===== src/rtl/prbs_gen_check.sv =====
// prbs_gen_check: multi-lane PRBS generator and self-synchronising
// checker with lock hysteresis and saturating per-lane error counters.
module prbs_gen_check #(
    parameter int           N_CHANNELS = 1,
    parameter int           W          = 32,
    parameter logic [W-1:0] POLY       = W'(32'h80000057),
    parameter int           ITERATIONS = 1,
    parameter int           LOCK_COUNT = 4,
    parameter int           UNLOCK_ERR = 4,
    parameter int           CNT_W      = 32
) (
    input  logic                        clk,
    input  logic                        aresetn,
    output logic [W*N_CHANNELS-1:0]     m_axis_tdata,
    output logic                        m_axis_tvalid,
    input  logic                        m_axis_tready,
    input  logic                        inject_err,
    input  logic [W*N_CHANNELS-1:0]     s_axis_tdata,
    input  logic                        s_axis_tvalid,
    output logic                        s_axis_tready,
    input  logic                        err_clear,
    output logic [N_CHANNELS-1:0]       lock,
    output logic [CNT_W*N_CHANNELS-1:0] word_err_cnt,
    output logic [CNT_W*N_CHANNELS-1:0] bit_err_cnt
);

    localparam int PW = $clog2(W + 1);
    localparam int SW = ((CNT_W > PW) ? CNT_W : PW) + 1;
    localparam int GW = $clog2(LOCK_COUNT + 1);
    localparam int BW = $clog2(UNLOCK_ERR + 1);
    localparam logic [CNT_W-1:0] CNT_MAX = '1;

    typedef enum logic [1:0] {
        SEED,
        HUNT,
        LOCKED
    } chk_state_t;

    function automatic logic [W-1:0] advance(input logic [W-1:0] s);
        logic [W-1:0] t;
        t = s;
        for (int i = 0; i < ITERATIONS; i++)
            t = {t[W-2:0], ^(t & POLY)};
        return t;
    endfunction

    logic [W-1:0] gen_state;
    logic         inj_flag;
    logic         gen_beat;

    assign gen_beat      = m_axis_tvalid & m_axis_tready;
    assign s_axis_tready = 1'b1;

    always_ff @(posedge clk or negedge aresetn) begin
        if (!aresetn) begin
            gen_state     <= '1;
            m_axis_tvalid <= 1'b0;
            inj_flag      <= 1'b0;
        end else begin
            m_axis_tvalid <= 1'b1;
            if (gen_beat) begin
                gen_state <= advance(gen_state);
                inj_flag  <= inject_err;
            end else if (inject_err) begin
                inj_flag <= 1'b1;
            end
        end
    end

    // Every lane starts from the same seed, so one LFSR serves all lanes.
    assign m_axis_tdata = {N_CHANNELS{gen_state ^ W'(inj_flag)}};

    for (genvar j = 0; j < N_CHANNELS; j++) begin : g_lane
        chk_state_t       st, st_n;
        logic [W-1:0]     seed, seed_n;
        logic [W-1:0]     rx, expd, diff;
        logic [GW-1:0]    good, good_n;
        logic [BW-1:0]    bad, bad_n;
        logic             lk, lk_n;
        logic [CNT_W-1:0] wcnt, wcnt_n;
        logic [CNT_W-1:0] bcnt, bcnt_n;
        logic [PW-1:0]    pop;
        logic [SW-1:0]    bsum;
        logic             mism;

        assign rx   = s_axis_tdata[W*j +: W];
        assign expd = advance(seed);
        assign diff = rx ^ expd;
        assign mism = |diff;
        assign pop  = PW'($countones(diff));
        assign bsum = SW'(bcnt) + SW'(pop);

        always_ff @(posedge clk or negedge aresetn) begin
            if (!aresetn) begin
                st   <= SEED;
                seed <= '0;
                good <= '0;
                bad  <= '0;
                lk   <= 1'b0;
                wcnt <= '0;
                bcnt <= '0;
            end else begin
                st   <= st_n;
                seed <= seed_n;
                good <= good_n;
                bad  <= bad_n;
                lk   <= lk_n;
                wcnt <= wcnt_n;
                bcnt <= bcnt_n;
            end
        end

        always_comb begin
            st_n   = st;
            seed_n = seed;
            good_n = good;
            bad_n  = bad;
            lk_n   = lk;
            wcnt_n = wcnt;
            bcnt_n = bcnt;
            if (s_axis_tvalid) begin
                seed_n = rx;
                unique case (st)
                    SEED: begin
                        st_n   = HUNT;
                        good_n = '0;
                    end
                    HUNT: begin
                        if (mism) begin
                            good_n = '0;
                        end else if (good == GW'(LOCK_COUNT - 1)) begin
                            st_n   = LOCKED;
                            lk_n   = 1'b1;
                            good_n = '0;
                            bad_n  = '0;
                        end else begin
                            good_n = good + GW'(1);
                        end
                    end
                    LOCKED: begin
                        if (!mism) begin
                            bad_n = '0;
                        end else begin
                            if (wcnt != CNT_MAX)
                                wcnt_n = wcnt + CNT_W'(1);
                            // Clamp rather than wrap on overflow.
                            if (bsum > SW'(CNT_MAX))
                                bcnt_n = CNT_MAX;
                            else
                                bcnt_n = bsum[CNT_W-1:0];
                            if (bad == BW'(UNLOCK_ERR - 1)) begin
                                st_n   = HUNT;
                                lk_n   = 1'b0;
                                good_n = '0;
                                bad_n  = '0;
                            end else begin
                                bad_n = bad + BW'(1);
                            end
                        end
                    end
                    default: st_n = SEED;
                endcase
            end
            if (err_clear) begin
                wcnt_n = '0;
                bcnt_n = '0;
            end
        end

        assign lock[j]                      = lk;
        assign word_err_cnt[CNT_W*j +: CNT_W] = wcnt;
        assign bit_err_cnt[CNT_W*j +: CNT_W]  = bcnt;
    end

endmodule


===== config.mk =====
export PLATFORM = sky130hd
export DESIGN_NAME = prbs_gen_check
export DESIGN_NICKNAME = d
export VERILOG_FILES = /design/src/rtl/prbs_gen_check.sv
export SDC_FILE = /design/constraint.sdc
export NUM_CORES = 1
export LEC_CHECK = 0
export CAP_MARGIN = 20
export CORE_MARGIN = 4
export CORE_UTILIZATION = 50
export CTS_BUF_LIST = sky130_fd_sc_hd__clkbuf_4
export CTS_CLUSTER_DIAMETER = 100
export DETAILED_ROUTE_END_ITERATION = 6
export MAX_ROUTING_LAYER = met4
export PLACE_DENSITY = 0.79
export SETUP_SLACK_MARGIN = 0.15
export SYNTH_ARGS = -nofsm -noshare
export SYNTH_HDL_FRONTEND = slang
export SYNTH_SLANG_ARGS = --single-unit

===== constraint.sdc =====
create_clock -name clk -period 6.7 [get_ports clk]
set_clock_uncertainty 0.1 [all_clocks]
set_input_delay 1.34 -clock clk [delete_from_list [all_inputs] [get_ports clk]]
set_output_delay 1.34 -clock clk [all_outputs]
set_load 0.02 [all_outputs]

# Yosys cells after proc, flatten, opt, wreduce, memory -nomap -nowiden
# Index checks and enable logic that the tools add are counted.
[word_totals]
reg_bits = 139
inputBits = 38
[classes]
addsub = 35
n_lt_le_gt_ge = 1
n_eq_ne = 9
n_mux = 32
bitwise = 3
n_reduce_logical = 17
[ops]
columns = ["operator", "n"]
rows = [
  ["32-bit 2-to-1 mux", 10],
  ["32-bit parity", 2],
  ["32-bit by 6-bit adder with 33-bit output", 1],
  ["33-bit by 32-bit greater-than comparator with 1-bit output (second input constant)", 1],
  ["1-bit by 1-bit adder with 2-bit output", 16],
  ["32-bit by 1-bit adder with 32-bit output (second input constant)", 1],
  ["32-bit inequality test (second input constant)", 1],
  ["32-bit OR reduction", 1],
  ["32-bit by 1-bit bitwise XOR with 32-bit output", 1],
  ["32-bit bitwise XOR", 1],
  ["2-bit by 2-bit adder with 3-bit output", 8],
  ["3-bit 2-to-1 mux", 8],
  ["3-bit by 3-bit adder with 4-bit output", 4],
  ["4-bit AND reduction", 3],
  ["2-bit nonzero test", 6],
  ["4-bit by 4-bit adder with 5-bit output", 2],
  ["3-bit one-hot mux with 3 select lines", 1],
  ["2-bit 2-to-1 mux", 4],
  ["2-bit inequality test (second input constant)", 4],
  ["3-bit by 1-bit adder with 3-bit output (second input constant)", 2],
  ["5-bit by 5-bit adder with 6-bit output", 1],
  ["3-bit by 2-bit == test with 1-bit output (second input constant)", 2],
  ["1-bit 2-to-1 mux", 6],
  ["2-bit one-hot mux with 3 select lines", 1],
  ["10 further kinds", 10],
]

# Depth between registers and ports, before layout
# Gate-level depths: netlist of the first run.
[logic_depth]
ltp_word = 14
mapped_depth = 23
mapped_depth_nobuf = 22

# Worst setup path after synthesis of the first run
# OpenSTA, ideal clock, no wires.
[synth_path]
path_kind = "in2reg"
from = "input port s_axis_tdata[0]"
to = "register g_lane[0].bcnt[13] (netlist: bit_err_cnt[13])"
setup_ns = 0.136
t_arrival_ns = 7.134
required_time_ns = 6.464
setup_slack_ns = -0.670
cell_stages = 20
path_cell_list = "xor2_1 xnor2_1 xnor2_1 fa_1 inv_1 fa_1 fa_1 fa_1 fa_1 fa_1 fa_1 fa_1 a211oi_1 o21ai_0 a31o_2 nand3_1 clkbuf_1 o21ai_0 a21oi_1 nor3_1"
[synth_via]
elab_chain_len = 13
[synth_lines]
columns = ["item", "line", "source"]
rows = [
  ["from (decl)", "18", "input logic [W*N_CHANNELS-1:0] s_axis_tdata,"],
  ["32-bit bitwise XOR (*)", "88", "assign diff = rx ^ expd;"],
  ["1-bit by 1-bit adder with 2-bit output (implied by the code)", "90", "assign pop = PW'($countones(diff));"],
  ["2-bit by 2-bit adder with 3-bit output (implied by the code)", "90", ""],
  ["3-bit by 3-bit adder with 4-bit output (implied by the code)", "90", ""],
  ["4-bit by 4-bit adder with 5-bit output (implied by the code)", "90", ""],
  ["5-bit by 5-bit adder with 6-bit output (implied by the code)", "90", ""],
  ["32-bit by 6-bit adder with 33-bit output", "91", "assign bsum = SW'(bcnt) + SW'(pop);"],
  ["33-bit by 32-bit greater-than comparator with 1-bit output", "147", "if (bsum > SW'(CNT_MAX))"],
  ["32-bit 2-to-1 mux", "147", ""],
  ["32-bit 2-to-1 mux", "141", "if (!mism) begin"],
  ["32-bit 2-to-1 mux", "123", "unique case (st)"],
  ["32-bit 2-to-1 mux", "121", "if (s_axis_tvalid) begin"],
  ["32-bit 2-to-1 mux", "164", "if (err_clear) begin"],
  ["to (signal assigned)", "109", "bcnt <= bcnt_n;"],
  ["to (decl)", "81", "logic [CNT_W-1:0] bcnt, bcnt_n;"],
]
# Every way passes the cells marked *; elsewhere a longest branch is shown, timed or not. The select of a mux whose other input is x is not followed.
# A chain may end at the register's enable or synchronous reset.

# Worst setup path after layout of the first run
[layout_path]
from = "input port s_axis_tdata[12]"
to = "register g_lane[0].bcnt[11] (netlist: bit_err_cnt[11])"
# The elaborated chain is that of the path after synthesis.

==> results of run 1 <==
synth_stat cells, drive strengths merged (18+ instances only):
| master | n |
|---|---|
| dfstp | 32 |
| a21oi | 24 |
| nand3 | 29 |
| o21ai | 27 |
| ha | 18 |
| dfrtp | 107 |
| xnor2 | 18 |
| nor2 | 38 |
| nand2 | 31 |
| buf | 41 |
| inv | 32 |
| fa | 26 |
| mux2 | 63 |
| clkbuf | 21 |
| xor2 | 46 |
worst max-delay path, stage by stage:
cell and delay [ns]:
clkdlybuf4s50_1 0.53, xor2_2 0.21, fa_1 0.46, fa_1 0.53
fa_1 0.44, fa_1 0.54, fa_1 0.45, fa_1 0.50
fa_2 0.37, fa_2 0.38, a211oi_4 0.24, o21ai_1 0.08
a31o_2 0.32, nand3_4 0.15, buf_4 0.16, o21ai_1 0.07
a21oi_1 0.19, nor3_2 0.06
per-layer routing:
layer / global-route usage [%] / vias to the layer above / share of wire [%]
met2: 36.06 / 190 / 52
met1: 27.93 / 3083 / 42
met3: 3.826 / 27 / 4.3
met5: - / - / 0
li1: - / 2859 / -
met4: 8.032 / 0 / 1.9
report_power, final:
group          internal [mW]  switching, mW  leakage (nW)
clock                  0.340          0.312         0.187
sequential             0.860         0.0203          1.74
combinational           1.28           1.42          2.43
total                   2.48           1.75          4.36
worst min path at each step:
| stage | from | end | slack [ns] | cells past startpoint |
|---|---|---|---|---|
| after CTS | g_lane[0].good[1] | g_lane[0].good[1] | 0.42 | 1 |
| after global placement | g_lane[0].good[2] | g_lane[0].good[2] | 0.37 | 1 |
| after global routing | inj_flag | inj_flag | 0.45 | 1 |
| final | g_lane[0].good[1] | g_lane[0].good[1] | 0.42 | 1 |
| after floorplan | g_lane[0].good[2] | g_lane[0].good[2] | 0.36 | 1 |
| after detailed placement | g_lane[0].good[1] | g_lane[0].good[1] | 0.39 | 1 |
cell type report:
type                    count  area [sq um]
fillers                  1171          5092
multi-input cells         493          4294
flip-flops and latches    139          3518
repair buffers            192          1798
well taps                 211         264.0
clock inverters            13         195.2
clock buffers              19         142.6
inverters                  32         120.1
diodes                      1         2.502
stage by stage:
stage                      TNS, ns  worst slack (ns)
after floorplan             -3.928           -0.2217
after global placement      -26.32           -0.8920
after detailed placement    -30.03            -1.031
after CTS                        0           0.04439
after global routing        -1.599           -0.1579
final                     -0.01466          -0.01466
flip-flops by register name, summed over array words and instances (netlist names):
signal         count
g_lane.seed       32
lock               1
word_err_cnt      32
bit_err_cnt       32
m_axis_tvalid      1
g_lane.st          2
inj_flag           1
g_lane.bad         3
g_lane.good        3
gen_state         32
kinds of logic after synthesis:
kind of cell | synth area share (%)
simple gates | 13.10
flops | 44.11
compound gates | 10.60
buf+inv | 6.243
mux | 9.522
xor+xnor | 7.027
fa+ha+maj | 9.349
other cells | 0.04701
what timing repair did:
| item | 4_1_cts | 5_1_grt |
|---|---|---|
| hold buffers | 0 | 0 |
| setup endpoints to repair | 32 | 32 |
| cloned | 1 | 0 |
| buffers inserted | 12 | 4 |
| pin swaps | 20 | 14 |
| resized for setup | 41 | 21 |
==> impl_metrics.ini, run 1 <==
[logic_synthesis]
ys_seq_elements = 139
async_flop_share_pct = 100.0
synth_top_area_cell = dfrtp_1
syn-cell-area_sq_um = 7976
synth_largest_type_area_fraction_pct = 33.57
yosysWarnings = 0
seq_area_frac_synth_pct = 44.11
synthFlopType = dfrtp_1
yosysUniqueCellTypes = 62
yosys-top-cells-area = dfrtp_1, dfstp_2, mux2_2
postSynthAreaPerCell_sq_um = 11.00
synth_edf_count = 0
postSynthCellCount = 725

[floorplanning]
core_sq_um = 15430
die_w_um = 134.3
die_y_um = 134.3
initial_core_util_pct = 51.70
dieArea_sq_um = 18040
rows = 45
num_io_pins = 137

[setup_path]
required_ns = 7.02
worstSetupPathType = in -> reg
worstPathMaxFanout = 7
reg2reg_from = g_lane[0].seed[6]
startpoint = s_axis_tdata[12]
start_kind = input pin
cp-endpoint = bit_err_cnt[11]
end_kind = register
crit_arrival_ns = 7.04
r2r-end = bit_err_cnt[11]
r2r_slack_ns = 0.39
reg2regPathDepth = 20

[power]
p_leak_nw = 4.356
finalPower_mw = 4.228
power_density_nw_per_um2 = 409.1
irDropWorstVdd_v = 0.0008053

[timing]
setup_ws_ns = -0.01466
max_slew.worst_pin.slew_ns = 0.8280
slew_headroom_pct = 44.80
hold_viol_final = 0
finalSetupViolations = 1
fin_crit_sh_pct = 100.2
fin_worst_hold_slack_ns = 0.4157
finalCriticalPeriod_ns = 6.715
slew_violations = 0
fmaxAchievable_mhz = 148.9
rsz0062_at_grt = true

[global_routing]
first_global_vias = 6280
grt_max_degree = 72
overflow = 0
grt_pass1_wl_mm = 31.24
grt_usage_pct = 22.11
grt_antenna_before_repair = 1

[min_path]
hold_class = reg -> reg

[job]
maxCapViolCount = 0

[cells_and_area]
post-route-util_pct = 66.99
final_cell_mix = clkdlybuf4s50_1, dfrtp_1, mux2_2
final_common_cell = clkdlybuf4s50_1
final_cells = 1100
design_area_sq_um = 10330
area_growth_pct = 29.57
finalNetCount = 957
drive_above_1_share_pct = 27.59

[clock_tree]
cts.reportedPaths.clkPinSlew_ns = 0.12
cts_tree = done
cts-root-buf = clkbuf_4
clockBufferDepth = 2
htreeDepth = 4
clock-sinks = 139
numCtsBuffers = 17
clkLatencyLatePin_ns = 0.56

[routing]
ant_nets = 0
avgViaCountPerCell = 5.599
vias = 6159
wl_mm = 18.84
drtIter0Drc = 360
drt_first_pass_iters = 5
drc = 0
wl_per_cell_um = 17.13

[place]
portBuffers = 135
place.gp.congestion = 0.8803
dp_cells = 1050
dp_hpwl_mm = 13.29
place_area_sq_um = 9614

[run_status]
status = finished with violations
violations = negative setup slack
Note: power is estimated with default switching activity, not from simulation.
==> run 2, diff against run 1 <==
Settings changed: CORE_ASPECT_RATIO set to 0.7.
==> impl_metrics.ini, run 2 (same netlist as run 1, synthesis figures left out) <==
[power]
p_leak_nw = 4.436
irDropWorstVdd_v = 0.0009446
finalPower_mw = 4.026
p_int_mw = 2.310
p_switching_mw = 1.716
clockPowerShare_pct = 15.5
swShare_pct = 42.63
p_seq_share_pct = 21.9
power_density_nw_per_um2 = 390.1
comb_power_share_pct = 62.6

[place]
place.gp.congestion = 0.9049
dp_hpwl_mm = 13.76
portBuffers = 135
pre_cts_ws_ns = -1.051

[timing]
rsz0062_at_grt = true
slew_headroom_pct = 49.20
setup_ws_ns = 0.07074
fmaxAchievable_mhz = 150.8
slew_violations = 0
finalSetupViolations = 0
setup_tns_ns = 0
fin_worst_hold_slack_ns = 0.4154
hold_viol_final = 0
max_slew.worst_pin.slew_ns = 0.7621
finalCriticalPeriod_ns = 6.629
fin_crit_sh_pct = 98.94

[global_routing]
grt_max_degree = 87
grt_usage_pct = 22.79
overflow = 0
grt_antenna_before_repair = 0
grt_pass1_wl_mm = 32.45
first_global_vias = 6378

[setup_path]
r2r_slack_ns = 0.43
end_kind = register
worstSetupPathType = in -> reg
start_kind = input pin
worstPathMaxFanout = 6
r2r-end = bit_err_cnt[11]
reg2reg_from = g_lane[0].seed[2]
reg2regPathDepth = 20
crit_arrival_ns = 6.94
required_ns = 7.01

[min_path]
hold_path_end = g_lane[0].good[1]
worstHoldStart = g_lane[0].good[1]
hold_class = reg -> reg
hold_depth = 1

[cells_and_area]
finalNetCount = 954
area_growth_pct = 29.40
final_cell_mix = clkdlybuf4s50_1, dfrtp_1, mux2_2
fillers = 1114
final_common_cell = clkdlybuf4s50_1
num_antenna_cells = 0
drive_above_1_share_pct = 27.91

[clock_tree]
holdBufCountCts = 0
clkLatencyLatePin_ns = 0.57
htreeDepth = 4
cts_tree = done
clock-sinks = 139
cts-root-buf = clkbuf_4
clockBufferDepth = 2
numCtsBuffers = 17
cts.reportedPaths.clkPinSlew_ns = 0.13

[routing]
drtIter0Drc = 467
wl_per_cell_um = 18.15
drt_first_pass_iters = 5
drc = 0
vias = 6161
ant_nets = 0
wl_mm = 19.70
avgViaCountPerCell = 5.678

[floorplanning]
num_io_pins = 137
core_sq_um = 15550
dieArea_sq_um = 18070
die_w_um = 159.0
die_y_um = 113.7
rows = 38
initial_core_util_pct = 51.30

[run_status]
status = finished clean

[job]
maxCapViolCount = 0
-- run 2: critical path, stage by stage --
cell,delay (ns)
buf_8,0.11
xor2_4,0.17
xnor2_2,0.22
xnor2_2,0.12
fa_1,0.56
inv_2,0.04
fa_1,0.45
fa_1,0.51
fa_1,0.43
fa_1,0.51
fa_1,0.44
fa_2,0.40
fa_2,0.41
a211oi_2,0.22
o21ai_1,0.08
a31o_2,0.32
nand3_4,0.13
buf_6,0.14
o21ai_1,0.07
a21oi_1,0.20
nor3_2,0.07
-- run 2: area by class of cell --
type / instances / area (sq um) / share of cell area (%)
timing repair buffer: 188 / 1798 / 17.42
tap: 200 / 250.2 / 2.425
sequential: 139 / 3518 / 34.09
inverter: 32 / 120.1 / 1.164
clock inverter: 15 / 195.2 / 1.891
clock buffer: 17 / 127.6 / 1.237
multi-input combinational: 494 / 4312 / 41.78
-- run 2: per-layer routing --
layer	up-vias	GRT usage [%]	routed length (um)
met3	18	5.742	1227
met5	-	-	0
met4	0	5.896	204
li1	2850	-	-
met1	3065	31.15	9127
met2	228	34.51	9136
-- run 2: worst max path at each step --
stage,startpoint,to,slack [ns]
CTS,s_axis_tdata[0],bit_err_cnt[11],-0.05
global placement,s_axis_tdata[0],bit_err_cnt[11],-0.93
global route,s_axis_tdata[0],bit_err_cnt[11],-0.06
detailed placement,s_axis_tdata[0],bit_err_cnt[11],-1.05
finish,s_axis_tdata[0],bit_err_cnt[11],0.07
floorplan,s_axis_tdata[0],bit_err_cnt[18],-0.22
-- run 2: power by group through the flow --
stage | logic (mW) | registers, mW | clock network (mW)
global route | 2.82 | 0.884 | 0.685
finish | 2.52 | 0.881 | 0.625
global placement | 2.31 | 0.892 | 0
CTS | 2.46 | 0.881 | 0.638
detailed placement | 2.39 | 0.893 | 0
floorplan | 1.68 | 0.889 | 0
-- run 2: what timing repair did --
| item | 4_1_cts | 5_1_grt |
|---|---|---|
| endpoints found under the setup margin | 32 | 32 |
| gates cloned | 0 | 1 |
| pin swaps | 24 | 34 |
| resized for setup | 34 | 43 |
| setup buffers | 8 | 9 |
-- run 2: through the flow --
step / util [%] / area [sq um] / cells
global placement: 61.56 / 9570 / 1035
finish: 66.39 / 10320 / 1085
global route: 66.39 / 10320 / 1085
detailed placement: 61.56 / 9570 / 1035
CTS: 64.92 / 10090 / 1075
floorplan: - / 8102 / 726
